--- config.mk ---
export PLATFORM = sky130hd
export DESIGN_NAME = fifo_umbral
export DESIGN_NICKNAME = d
export VERILOG_FILES = /design/src/rtl/qos_pkg.sv /design/src/rtl/memoria_dp.sv /design/src/rtl/fifo_umbral.sv
export SDC_FILE = /design/constraint.sdc
export NUM_CORES = 1
export LEC_CHECK = 0
export CAP_MARGIN = 0
export CORE_AREA = 2 2 90 92
export DETAILED_ROUTE_END_ITERATION = 16
export DIE_AREA = 0 0 92 94
export GPL_ROUTABILITY_DRIVEN = 0
export SLEW_MARGIN = 0
export SYNTH_ARGS = -nofsm -noshare
export SYNTH_HDL_FRONTEND = slang
export SYNTH_HIERARCHICAL = 1
export SYNTH_SLANG_ARGS = --single-unit
--- constraint.sdc ---
create_clock -name clk -period 2 [get_ports clk]
set_clock_uncertainty 0.05 [all_clocks]
set_input_delay 0.3 -clock clk [delete_from_list [all_inputs] [get_ports clk]]
set_output_delay 0.3 -clock clk [all_outputs]
set_load 0.005 [all_outputs]
--- src/rtl/qos_pkg.sv ---
// qos_pkg: shared constants for the QoS datapath FIFOs.
//   - Default widths for the main/D FIFOs and the VC FIFOs.
//   - Bit positions of each FIFO inside the 5-bit FIFO_EMPTIES /
//     FIFO_ERRORS buses seen by the condition state machine.
//   - max_int helper used to size the threshold comparators.
package qos_pkg;

  localparam int DEF_DATA_W  = 10;
  localparam int DEF_ADDR_W  = 2;
  localparam int MF_UMBRAL_W = 4;
  localparam int D_UMBRAL_W  = 4;
  localparam int VC_UMBRAL_W = 16;

  // Bit index of each FIFO in the concatenated empty/error buses.
  localparam int IDX_MF  = 4;
  localparam int IDX_VC0 = 3;
  localparam int IDX_VC1 = 2;
  localparam int IDX_D0  = 1;
  localparam int IDX_D1  = 0;

  typedef logic [4:0] fifo_bus_t;

  function automatic int max_int(input int a, input int b);
    return (a > b) ? a : b;
  endfunction

endpackage

--- src/rtl/memoria_dp.sv ---
// memoria_dp: DATA_W x 2**ADDR_W register array, one synchronous write
// port and one combinational read port. Contents are not reset.
// Ports:
//   clk    - write clock
//   we     - write enable
//   waddr  - write address
//   wdata  - write data
//   raddr  - read address
//   rdata  - read data (combinational from raddr)
module memoria_dp
  import qos_pkg::*;
#(
  parameter int DATA_W = DEF_DATA_W,
  parameter int ADDR_W = DEF_ADDR_W
) (
  input  logic              clk,
  input  logic              we,
  input  logic [ADDR_W-1:0] waddr,
  input  logic [DATA_W-1:0] wdata,
  input  logic [ADDR_W-1:0] raddr,
  output logic [DATA_W-1:0] rdata
);

  logic [DATA_W-1:0] mem [2**ADDR_W];

  // Storage write port; deliberately left out of reset.
  always_ff @(posedge clk) begin
    if (we) begin
      mem[waddr] <= wdata;
    end
  end

  assign rdata = mem[raddr];

endmodule

--- src/rtl/fifo_umbral.sv ---
// fifo_umbral: synchronous FIFO with programmable almost-full and
// almost-empty thresholds.
// Ports:
//   clk, reset_L          - clock, asynchronous active-low reset
//   wr_en, data_in        - push request and data
//   rd_en                 - pop request
//   umbral_high/low       - almost-full / almost-empty thresholds (words)
//   data_out, valid_out   - registered pop data, valid one cycle after rd_en
//   fifo_empty/full       - occupancy flags
//   almost_full/empty     - threshold flags, combinational from count
//   fifo_error            - sticky overflow/underflow flag
//   count                 - occupancy, 0 .. 2**ADDR_W
module fifo_umbral
  import qos_pkg::*;
#(
  parameter int DATA_W   = DEF_DATA_W,
  parameter int ADDR_W   = DEF_ADDR_W,
  parameter int UMBRAL_W = MF_UMBRAL_W
) (
  input  logic                clk,
  input  logic                reset_L,
  input  logic                wr_en,
  input  logic [DATA_W-1:0]   data_in,
  input  logic                rd_en,
  input  logic [UMBRAL_W-1:0] umbral_high,
  input  logic [UMBRAL_W-1:0] umbral_low,
  output logic [DATA_W-1:0]   data_out,
  output logic                valid_out,
  output logic                fifo_empty,
  output logic                fifo_full,
  output logic                almost_full,
  output logic                almost_empty,
  output logic                fifo_error,
  output logic [ADDR_W:0]     count
);

  // Comparator width: wide enough for both the count and the thresholds
  // so a threshold above the depth compares correctly.
  localparam int CMP_W = max_int(ADDR_W + 1, UMBRAL_W);

  localparam logic [ADDR_W:0]   ZERO_COUNT = {(ADDR_W + 1){1'b0}};
  localparam logic [ADDR_W:0]   ONE_COUNT  = {{ADDR_W{1'b0}}, 1'b1};
  localparam logic [ADDR_W:0]   FULL_COUNT = {1'b1, {ADDR_W{1'b0}}};
  localparam logic [ADDR_W-1:0] ZERO_PTR   = {ADDR_W{1'b0}};
  localparam logic [ADDR_W-1:0] ONE_PTR    = {{(ADDR_W - 1){1'b0}}, 1'b1};
  localparam logic [DATA_W-1:0] ZERO_DATA  = {DATA_W{1'b0}};

  logic [ADDR_W-1:0] wr_ptr;
  logic [ADDR_W-1:0] rd_ptr;
  logic [DATA_W-1:0] rd_word;
  logic              is_empty;
  logic              is_full;
  logic              legal_read;
  logic              legal_write;
  logic              bad_access;
  logic [CMP_W-1:0]  count_ext;
  logic [CMP_W-1:0]  high_ext;
  logic [CMP_W-1:0]  low_ext;

  memoria_dp #(
    .DATA_W (DATA_W),
    .ADDR_W (ADDR_W)
  ) u_mem (
    .clk   (clk),
    .we    (legal_write),
    .waddr (wr_ptr),
    .wdata (data_in),
    .raddr (rd_ptr),
    .rdata (rd_word)
  );

  // Decide which requests are honoured this cycle. A write into a full FIFO
  // is still legal when a pop frees a slot on the same edge; a read on an
  // empty FIFO never bypasses a same-cycle write.
  always_comb begin
    is_empty    = 1'b0;
    is_full     = 1'b0;
    legal_read  = 1'b0;
    legal_write = 1'b0;
    bad_access  = 1'b0;
    is_empty    = (count == ZERO_COUNT);
    is_full     = (count == FULL_COUNT);
    legal_read  = rd_en & ~is_empty;
    legal_write = wr_en & (~is_full | legal_read);
    bad_access  = (rd_en & is_empty) | (wr_en & is_full & ~rd_en);
  end

  // Status flags, combinational from count and the live thresholds.
  always_comb begin
    count_ext    = CMP_W'(count);
    high_ext     = CMP_W'(umbral_high);
    low_ext      = CMP_W'(umbral_low);
    fifo_empty   = is_empty;
    fifo_full    = is_full;
    almost_full  = (count_ext >= high_ext);
    almost_empty = (count_ext <= low_ext);
  end

  // Write pointer; wraps naturally at 2**ADDR_W.
  always_ff @(posedge clk or negedge reset_L) begin
    if (!reset_L) begin
      wr_ptr <= ZERO_PTR;
    end else if (legal_write) begin
      wr_ptr <= wr_ptr + ONE_PTR;
    end
  end

  // Read pointer and registered read data; data_out holds on idle cycles.
  always_ff @(posedge clk or negedge reset_L) begin
    if (!reset_L) begin
      rd_ptr    <= ZERO_PTR;
      data_out  <= ZERO_DATA;
      valid_out <= 1'b0;
    end else if (legal_read) begin
      rd_ptr    <= rd_ptr + ONE_PTR;
      data_out  <= rd_word;
      valid_out <= 1'b1;
    end else begin
      valid_out <= 1'b0;
    end
  end

  // Occupancy counter.
  always_ff @(posedge clk or negedge reset_L) begin
    if (!reset_L) begin
      count <= ZERO_COUNT;
    end else begin
      case ({legal_write, legal_read})
        2'b10:   count <= count + ONE_COUNT;
        2'b01:   count <= count - ONE_COUNT;
        default: count <= count;
      endcase
    end
  end

  // Sticky error: only reset clears it.
  always_ff @(posedge clk or negedge reset_L) begin
    if (!reset_L) begin
      fifo_error <= 1'b0;
    end else if (bad_access) begin
      fifo_error <= 1'b1;
    end
  end

endmodule

==> out/summary.txt, run 1 <==
I/O Buffers - 40
Synth Net Count - 158
Setup ws final - -52.40 ps
RSZ-0062 raised after global routing - true
# IOs - 41
Post-synth top cells - edfxtp_1, dfrtp_1, mux4_2
CP Class - flip-flop to flip-flop
Crit path capture type - flip-flop
Total track usage - 0.1139
Clk buf depth - 2
Die Width - 92 um
Ys flop type - edfxtp_1
Final wirelength - 4486 um
Syn Area/Cell - 19.08 um2
Max cap viols - 0
Final hold violations - 0
Synth area leaders - edfxtp_1, dfrtp_1, mux4_2
Synth unique cells - 32
Warnings from Yosys - 6
Max VDD drop - 0.0006050 V
# DRC - 0
Min Tclk post-route - 2052 ps
Final Cell Area - 3425 um2
TritonRoute pass-1 iters - 4
Worst-path fanout max - 3
CP startpoint kind - flip-flop
Ant diodes - 0
Post-DP HPWL - 2944 um
Vias in the first global route - 1404
Power Dens Cells - 1452 nW/um2
Share of the synthesized area in the top cell type - 0.4918
Relative slew slack - 0.6392
Register bit total from synthesis - 59
Worst path required time - 2200 ps
Top-count cell post-synth - edfxtp_1
Vias post-DR - 1315
Cell count after synthesis - 128
Nets@finish - 226
Worst-Skew Late Latency - 330 ps
Layout cells sized above 1 - 0.3532
Core area - 7607 um2
TritonCTS clock tree - built
GRT overflow - 0
Largest net degree at the start of global routing - 20
Post-synth EDFFs - 40
H-tree level count - 3
Wire length per cell - 14.81 um
Post-synth ARST share - 0.3220
Hold_buf cts - 0
Cell Area, Synth - 2442 um2
Root Buffer - clkbuf_8
Clock slew at reported path FFs - 70 ps
HP Class - primary input to asynchronous set/reset pin
# rows - 32
Pleak - 1.319 nW
Status - finished with violations
Failing checks - setup timing
CTS buffer count - 9
# clock sinks - 59
Finish-stage setup viols - 2
Initial antenna violation count - 0
Worst-margin pin slew - 541.2 ps
Pwr Total - 0.004971 W
P&R area growth vs syn - 40.22%
Crit path DAT - 2250 ps
Leading area contributor after synthesis - edfxtp_1
Number of fill cells in the layout - 691
Die Ht - 94 um
Vias per cell - 4.340
Fin. max-slew vios - 0
Antenna Nets Post-Route - 0
Die area - 8648 um2
Starting Density - 0.3211
Area after DPL - 3132 um2
Post-synthesis sequential area ratio - 0.6865
First-pass GRT wire length - 7196 um
Final period util - 1.026
DRT iter0 DRCs - 57
Max Clk Rate - 487.2 MHz
[power by group]
group	internal (W)	switching, W
Sequential	0.00168	0.000228
Combinational	0.00115	0.000645
Clock	0.000819	0.000456
[state kept, by name, indices dropped and copies added, names as in the netlist]
name        flops
rd_ptr          2
fifo_error      1
wr_ptr          2
data_out       10
count           3
valid_out       1
u_mem/mem      40
[repair_timing]
item                       4_1_cts  5_1_grt
buffers inserted                 1        1
setup endpoints to repair        5        5
gates resized for setup         13        9
pin swaps                        6        8
[final cells by class]
cell class,instances,area (um2),share of cell area
clock buffer,10,127.6,0.03727
clock inverter,6,103.9,0.03033
inverter,9,36.28,0.01060
multi-input combinational,57,758.2,0.2214
sequential,59,1679,0.4903
tap,102,127.6,0.03727
timing repair buffer,60,591.8,0.1728
[metal layers]
layer / track usage / share of wire / up-vias
met5: 0 / 0 / -
li1: - / - / 624
met3: 0.03933 / 0.055 / 7
met1: 0.1392 / 0.44 / 647
met4: 0.05224 / 0.015 / 0
met2: 0.1826 / 0.49 / 37
[kinds of logic after synthesis]
group | share of synthesized area
AOI/OAI and AO/OA | 0.03484
xor gates and xnor gates | 0.02510
adders and majority gates | 0.04406
buffers and inverters | 0.02663
DFF | 0.6865
muxes | 0.1516
and+or+nand+nor | 0.03126
[cells in the final DEF (no fill, tap or decap), types with 2 or more instances in the layout]
cell type,count
edfxtp_1,40
dlygate4sd2_1,2
xnor2_1,4
buf_12,4
clkdlybuf4s50_1,36
nor3_1,2
bufinv_16,3
dfrtp_1,17
nor2_1,2
mux4_2,10
mux2_4,6
ha_1,4
buf_4,15
mux2_2,4
dfrtp_2,2
ha_4,3
inv_1,7
clkinv_2,2
clkbuf_8,9
buf_2,2
xor2_1,3
and3b_1,2
[stage by stage]
stage	util	std cells	setup TNS [ps]	worst slack, ps	hold WS, ps
5_1_grt	0.4502	303	-384.8	-177.7	264.5
3_3_place_gp	0.4117	285	-761.8	-347.5	413.2
6_report	0.4502	303	-57.12	-52.40	258.2
4_1_cts	0.4451	302	-276.1	-160.5	261.7
2_1_floorplan	-	128	-130.8	-130.8	-45.59
3_5_place_dp	0.4117	285	-851.2	-395.0	414.5
[path summary, 6_finish.rpt]
kind | to | cells past startpoint | start | slack, ps
max reg2reg | count[2] | 8 | count[0] | -50
min in group clk | fifo_error | 1 | fifo_error | 430
min | rd_ptr[0] | 2 | reset_L | 260
max | count[2] | 8 | count[0] | -50
min reg2reg | fifo_error | 1 | fifo_error | 430
max in group asynchronous | count[1] | 2 | reset_L | 1410
[worst max-delay path, cell delays in order (launching register included)]
cell and delay, ps:
dfrtp_1 410, or3b_4 410, o21ai_4 170, ha_4 160
inv_2 40, fa_2 320, xor2_1 140, nor2_1 120
xor2_1 150
No activity file was read; power rests on OpenSTA's default activity.
==> inputs of run 2 (changes only) <==
Clock period 2 ns to 2.4 ns, I/O delays scaled along.
==> run 2 against run 1 <==
  * The flow now finishes without violations
  * Critical path depth did not move
  * Global-route usage shrank 0.097 points
  * Non-clock buffer count down 11
  * Routed wire length down 0.56%
  * Hold slack gained 67 ps
  * Flip-flop and latch count did not move
  * Critical endpoint unchanged
  * Highest routed layer unchanged
==> out/summary.txt, run 2 (synthesis gave the netlist of run 1 again) <==
RSZ-0062 raised after global routing - false
TritonRoute pass-1 iters - 4 (unchanged)
Commonest non-fill, non-tap cell in the layout - edfxtp_1
Finish-stage setup viols - 0 (-2)
Number of fill cells in the layout - 729 (+5.5%)
Initial antenna violation count - 0 (unchanged)
Crit path max-delay family - adder cells
Antenna Nets Post-Route - 0 (unchanged)
Max cap viols - 0 (unchanged)
Final Cell Area - 3206 um2 (-6.4%)
Min Tclk post-route - 2244 ps (+192.1 ps)
Setup_tns - 0 ps (+57.12 ps)
Core area - 7607 um2 (unchanged)
First-pass GRT wire length - 7107 um (-1.2%)
I/O Buffers - 40 (unchanged)
Final period util - 0.9352 (-0.09100)
Die area - 8648 um2 (unchanged)
CP Class - flip-flop to flip-flop
Worst flop-to-flop path startpoint - count[1]
Setup Fix Bufs, Post-CTS - 0 (-1)
Max VDD drop - 0.0005375 V (-11%)
CP cell instances - or3b_4 > o21ai_4 > ha_1 > inv_1 > fa_1 > xor2_1 > nor2_1 > xor2_1
# rows - 32 (unchanged)
HP Class - primary input to asynchronous set/reset pin
Area after DPL - 3007 um2 (-4.0%)
Relative slew slack - 0.6381 (-0.001150)
Vias post-DR - 1274 (-3.1%)
P&R area growth vs syn - 31.25%
Clk buf depth - 2 (unchanged)
Worst path required time - 2600 ps (+400 ps)
Area occupied by multi-input gates - 705.7 um2 (-6.9%)
Clock slew at reported path FFs - 70 ps (about the same)
Die Ht - 94 um (unchanged)
Pint - 0.002698 W (-26%)
Status - complete, no violations
Largest Register - u_mem/mem
Vias in the first global route - 1357 (-3.3%)
Root Buffer - clkbuf_8
# IOs - 41 (unchanged)
Most Frequent Cell on Critical Path - xor2_1
Total track usage - 0.1129 (-0.0009704)
GRT overflow - 0 (unchanged)
Clock group share of total power - 0.235 (-0.021)
Commonest non-fill, non-tap cells in the layout - edfxtp_1, clkdlybuf4s50_1, dfrtp_1, clkbuf_8, mux4_2
Final wirelength - 4461 um (-0.56%)
H-tree level count - 3 (unchanged)
Register Area - 1679 um2 (unchanged)
TritonCTS clock tree - built
Worst-margin pin slew - 542.9 ps (+1.725 ps)
DRT iter0 DRCs - 82 (+44%)
Switching power - 0.001054 W (-21%)
Max Clk Rate - 445.5 MHz (-8.6%)
Final hold slack - 324.9 ps (+66.75 ps)
Worst-path fanout max - 6 (+3)
Post-DP HPWL - 2863 um (-2.7%)
Ant diodes - 0 (unchanged)
Biggest regs - u_mem/mem x40, data_out x10, count x3
PostCTS Resize Cnt - 5 (-8)
Fin. max-slew vios - 0 (unchanged)
Register share of total power - 0.422 (+0.039)
Die Width - 92 um (unchanged)
CP startpoint kind - flip-flop
Comb pwr share - 0.343 (-0.018)
Largest net degree at the start of global routing - 20 (unchanged)
Crit path capture type - flip-flop
Starting Density - 0.3211 (unchanged)
Crit-path max cell delay - 450 ps (+40 ps)
Nets@finish - 215 (-4.9%)
Hold_buf cts - 0 (unchanged)
Reg2Reg Setup Slack - 160 ps (+210 ps)
# clock sinks - 59 (unchanged)
Pleak - 1.220 nW (-7.5%)
Layout cells sized above 1 - 0.2737 (-0.07955)
Vias per cell - 4.363 (+0.53%)
Crit path DAT - 2440 ps (+190 ps)
CTS buffer count - 9 (unchanged)
Wire length per cell - 15.28 um (+3.2%)
Sw Ratio - 0.2809 (+0.01383)
Bufs and invs on worst path - 1 (unchanged)
Slowest CP cell - dfrtp_2
Worst-Skew Late Latency - 320 ps (about the same)
Power Dens Cells - 1171 nW/um2 (-19%)
# DRC - 0 (unchanged)
Max FFs per register - 40 (unchanged)
Worst setup path start - count[1]
Final hold violations - 0 (unchanged)
[run 2: cell count changes in the layout (fill, tap and decap cells not counted), moves of 2 or more]
cell / change
buf_2: -2
ha_4: -3
ha_1: +3
clkdlybuf4s50_1: +2
bufinv_16: -2
buf_4: -6
buf_12: -4
[run 2: layer usage]
layer / routed length (um) / share of wire / track usage / up-vias
li1: - / - / - / 603
met1: 1981 / 0.44 / 0.1357 / 632
met2: 2207 / 0.49 / 0.1881 / 33
met3: 215 / 0.048 / 0.03291 / 6
met4: 57 / 0.013 / 0.05224 / 0
met5: 0 / 0 / 0 / -
[run 2: path summary, 6_finish.rpt]
kind                               endpoint  cells past startpoint
worst max-delay path               count[2]                      8
worst min-delay path            data_out[6]                      2
worst max register to register     count[2]                      8
worst min register to register   fifo_error                      1
max in group asynchronous          count[0]                      2
min in group clk                 fifo_error                      1
[run 2: area by class of cell]
class | count | area share
clock buffer | 11 | 0.04411
multi-input combinational | 57 | 0.2201
clock inverter | 5 | 0.01639
sequential | 59 | 0.5238
inverter | 9 | 0.01054
timing repair buffer | 49 | 0.1452
tap | 102 | 0.03981
[run 2: power by group through the flow]
| stage | combinational (W) | sequential, W | clock, W |
|---|---|---|---|
| 6_report | 0.00129 | 0.00158 | 0.000881 |
| 5_1_grt | 0.00141 | 0.00163 | 0.000956 |
| 4_1_cts | 0.00132 | 0.00159 | 0.000907 |
| 3_5_place_dp | 0.00131 | 0.00160 | 0 |
| 3_3_place_gp | 0.00129 | 0.00160 | 0 |
| 2_1_floorplan | 0.000781 | 0.00156 | 0 |
[run 2: stage by stage]
stage | util | instances | setup WS (ps) | power [W]
3_5_place_dp | 0.3952 | 276 | -102.9 | 0.002916
4_1_cts | 0.4212 | 292 | 116.2 | 0.003816
6_report | 0.4214 | 292 | 155.5 | 0.003753
5_1_grt | 0.4214 | 292 | 25.88 | 0.003996
2_1_floorplan | - | 128 | 257.2 | 0.002341
3_3_place_gp | 0.3952 | 276 | -69.51 | 0.002889
==> inputs of run 3 (changes only) <==
Settings changed: MAX_ROUTING_LAYER set to met4.
==> run 3 against run 2 <==
  * Flip-flop and latch count did not move
  * Utilization did not move
  * Register-to-register slack barely moved
  * Via count rose by 0.24%
  * Cell count did not move
  * Die area did not move
  * Largest cell class unchanged
  * Largest power group unchanged
==> out/summary.txt, run 3 (synthesis gave the netlist of run 1 again) <==
Total track usage - 0.1161 (+0.003155)
Die Width - 92 um (unchanged)
Area occupied by multi-input gates - 705.7 um2 (unchanged)
Final period util - 0.9352 (unchanged)
Max VDD drop - 0.0005379 V (about the same)
Sw Ratio - 0.2805 (-0.0003995)
Layout cells sized above 1 - 0.2737 (unchanged)
CP cell instances - or3b_4 > o21ai_4 > ha_1 > inv_1 > fa_1 > xor2_1 > nor2_1 > xor2_1
Wire length per cell - 15.23 um (-0.31%)
Worst path required time - 2600 ps (about the same)
Nets@finish - 215 (unchanged)
Fin. max-slew vios - 0 (unchanged)
# DRC - 0 (unchanged)
Crit path max-delay family - adder cells
Relative slew slack - 0.6383 (about the same)
TritonCTS clock tree - built
Vias post-DR - 1277 (+0.24%)
Vias in the first global route - 1355 (-0.15%)
Crit path DAT - 2440 ps (about the same)
Post-DP HPWL - 2863 um (unchanged)
Initial antenna violation count - 0 (unchanged)
Final hold violations - 0 (unchanged)
Clock group share of total power - 0.234 (about the same)
Bufs and invs on worst path - 1 (unchanged)
HP Class - primary input to asynchronous set/reset pin
Comb pwr share - 0.343 (about the same)
Setup_tns - 0 ps (unchanged)
Pleak - 1.220 nW (unchanged)
Clk buf depth - 2 (unchanged)
Status - complete, no violations
Reg2reg end - count[2]
WP depth - 8 (unchanged)
Antenna Nets Post-Route - 0 (unchanged)
CP Class - flip-flop to flip-flop
Max cap viols - 0 (unchanged)
Pwr Total - 0.003751 W (about the same)
Power Dens Cells - 1170 nW/um2 (about the same)
Layout Cells excl Fill - 292 (unchanged)
Register share of total power - 0.422 (about the same)
RSZ-0062 raised after global routing - false
Switching power - 0.001052 W (-0.20%)
Slowest CP cell - dfrtp_2
I/O Buffers - 40 (unchanged)
First-pass GRT wire length - 7107 um (unchanged)
Commonest non-fill, non-tap cell in the layout - edfxtp_1
Pint - 0.002698 W (about the same)
Clock slew at reported path FFs - 70 ps (about the same)
Final wirelength - 4447 um (-0.31%)
Die Ht - 94 um (unchanged)
Largest net degree at the start of global routing - 20 (unchanged)
GRT overflow - 0 (unchanged)
Ant diodes - 0 (unchanged)
Cells after DPL - 276 (unchanged)
Reg2Reg Depth - 8 (unchanged)
# clock sinks - 59 (unchanged)
Worst-margin pin slew - 542.5 ps (-0.3854 ps)
Finish-stage setup viols - 0 (unchanged)
DRT iter0 DRCs - 82 (unchanged)
# IOs - 41 (unchanged)
Hold_buf cts - 0 (unchanged)
Die area - 8648 um2 (unchanged)
Crit-path max cell delay - 450 ps (about the same)
Commonest non-fill, non-tap cells in the layout - edfxtp_1, clkdlybuf4s50_1, dfrtp_1, clkbuf_8, mux4_2
Max FFs per register - 40 (unchanged)
CP startpoint kind - flip-flop
CTS buffer count - 9 (unchanged)
Crit path capture type - flip-flop
# rows - 32 (unchanged)
Most Frequent Cell on Critical Path - xor2_1
Worst flop-to-flop path startpoint - count[1]
Core area - 7607 um2 (unchanged)
Root Buffer - clkbuf_8
Number of fill cells in the layout - 729 (unchanged)
Biggest regs - u_mem/mem x40, data_out x10, count x3
Register Area - 1679 um2 (unchanged)
Starting Density - 0.3211 (unchanged)
Worst-Skew Late Latency - 320 ps (about the same)
P&R area growth vs syn - 31.25% (unchanged)
Worst-path fanout max - 6 (unchanged)
Max Clk Rate - 445.5 MHz (unchanged)
Worst setup path start - count[1]
H-tree level count - 3 (unchanged)
Reg2Reg Setup Slack - 160 ps (about the same)
Largest Register - u_mem/mem
Vias per cell - 4.373 (+0.24%)
TritonRoute pass-1 iters - 4 (unchanged)
Min Tclk post-route - 2244 ps (unchanged)
==> run 3: how the worst max path moves through the flow <==
stage	slack, ps	endpoint
2_1_floorplan	260	count[2]
3_3_place_gp	-70	almost_empty
3_5_place_dp	-100	almost_empty
4_1_cts	120	count[2]
5_1_grt	30	count[2]
6_report	160	count[2]
==> run 3: layout make-up <==
type	instances	area share
sequential	59	0.5238
multi-input combinational	57	0.2201
timing repair buffer	49	0.1452
clock buffer	11	0.04411
tap	102	0.03981
clock inverter	5	0.01639
inverter	9	0.01054
==> run 3: stage by stage <==
step                  util  hold WS, ps  area, um2  setup slack (ps)
finish              0.4214        325.5       3206             155.5
global placement    0.3952        423.8       3007            -69.51
CTS                 0.4212        323.7       3204             116.2
detailed placement  0.3952        421.9       3007            -102.9
global route        0.4214        346.4       3206             25.88
floorplan                -        14.41       2442             257.2
==> run 3: power by group through the flow <==
stage | Clock, W | Combinational, W | Sequential [W]
floorplan | 0 | 0.000781 | 0.00156
global placement | 0 | 0.00129 | 0.00160
detailed placement | 0 | 0.00131 | 0.00160
CTS | 0.000907 | 0.00132 | 0.00159
global route | 0.000956 | 0.00141 | 0.00163
finish | 0.000879 | 0.00129 | 0.00158
==> run 3: repair_timing <==
item / 4_1_cts / 5_1_grt
gates resized for setup: 5 / 1
setup buffers: 0 / 0
setup endpoints to repair: 2 / 1
==> run 3: metal layers <==
layer,part of all wire,wire [um],up-vias,GRT usage
met5,0,0,-,-
met4,0.013,58,0,0.05224
met3,0.048,212,6,0.03130
met2,0.50,2204,35,0.1881
met1,0.44,1972,633,0.1368
li1,-,-,603,-
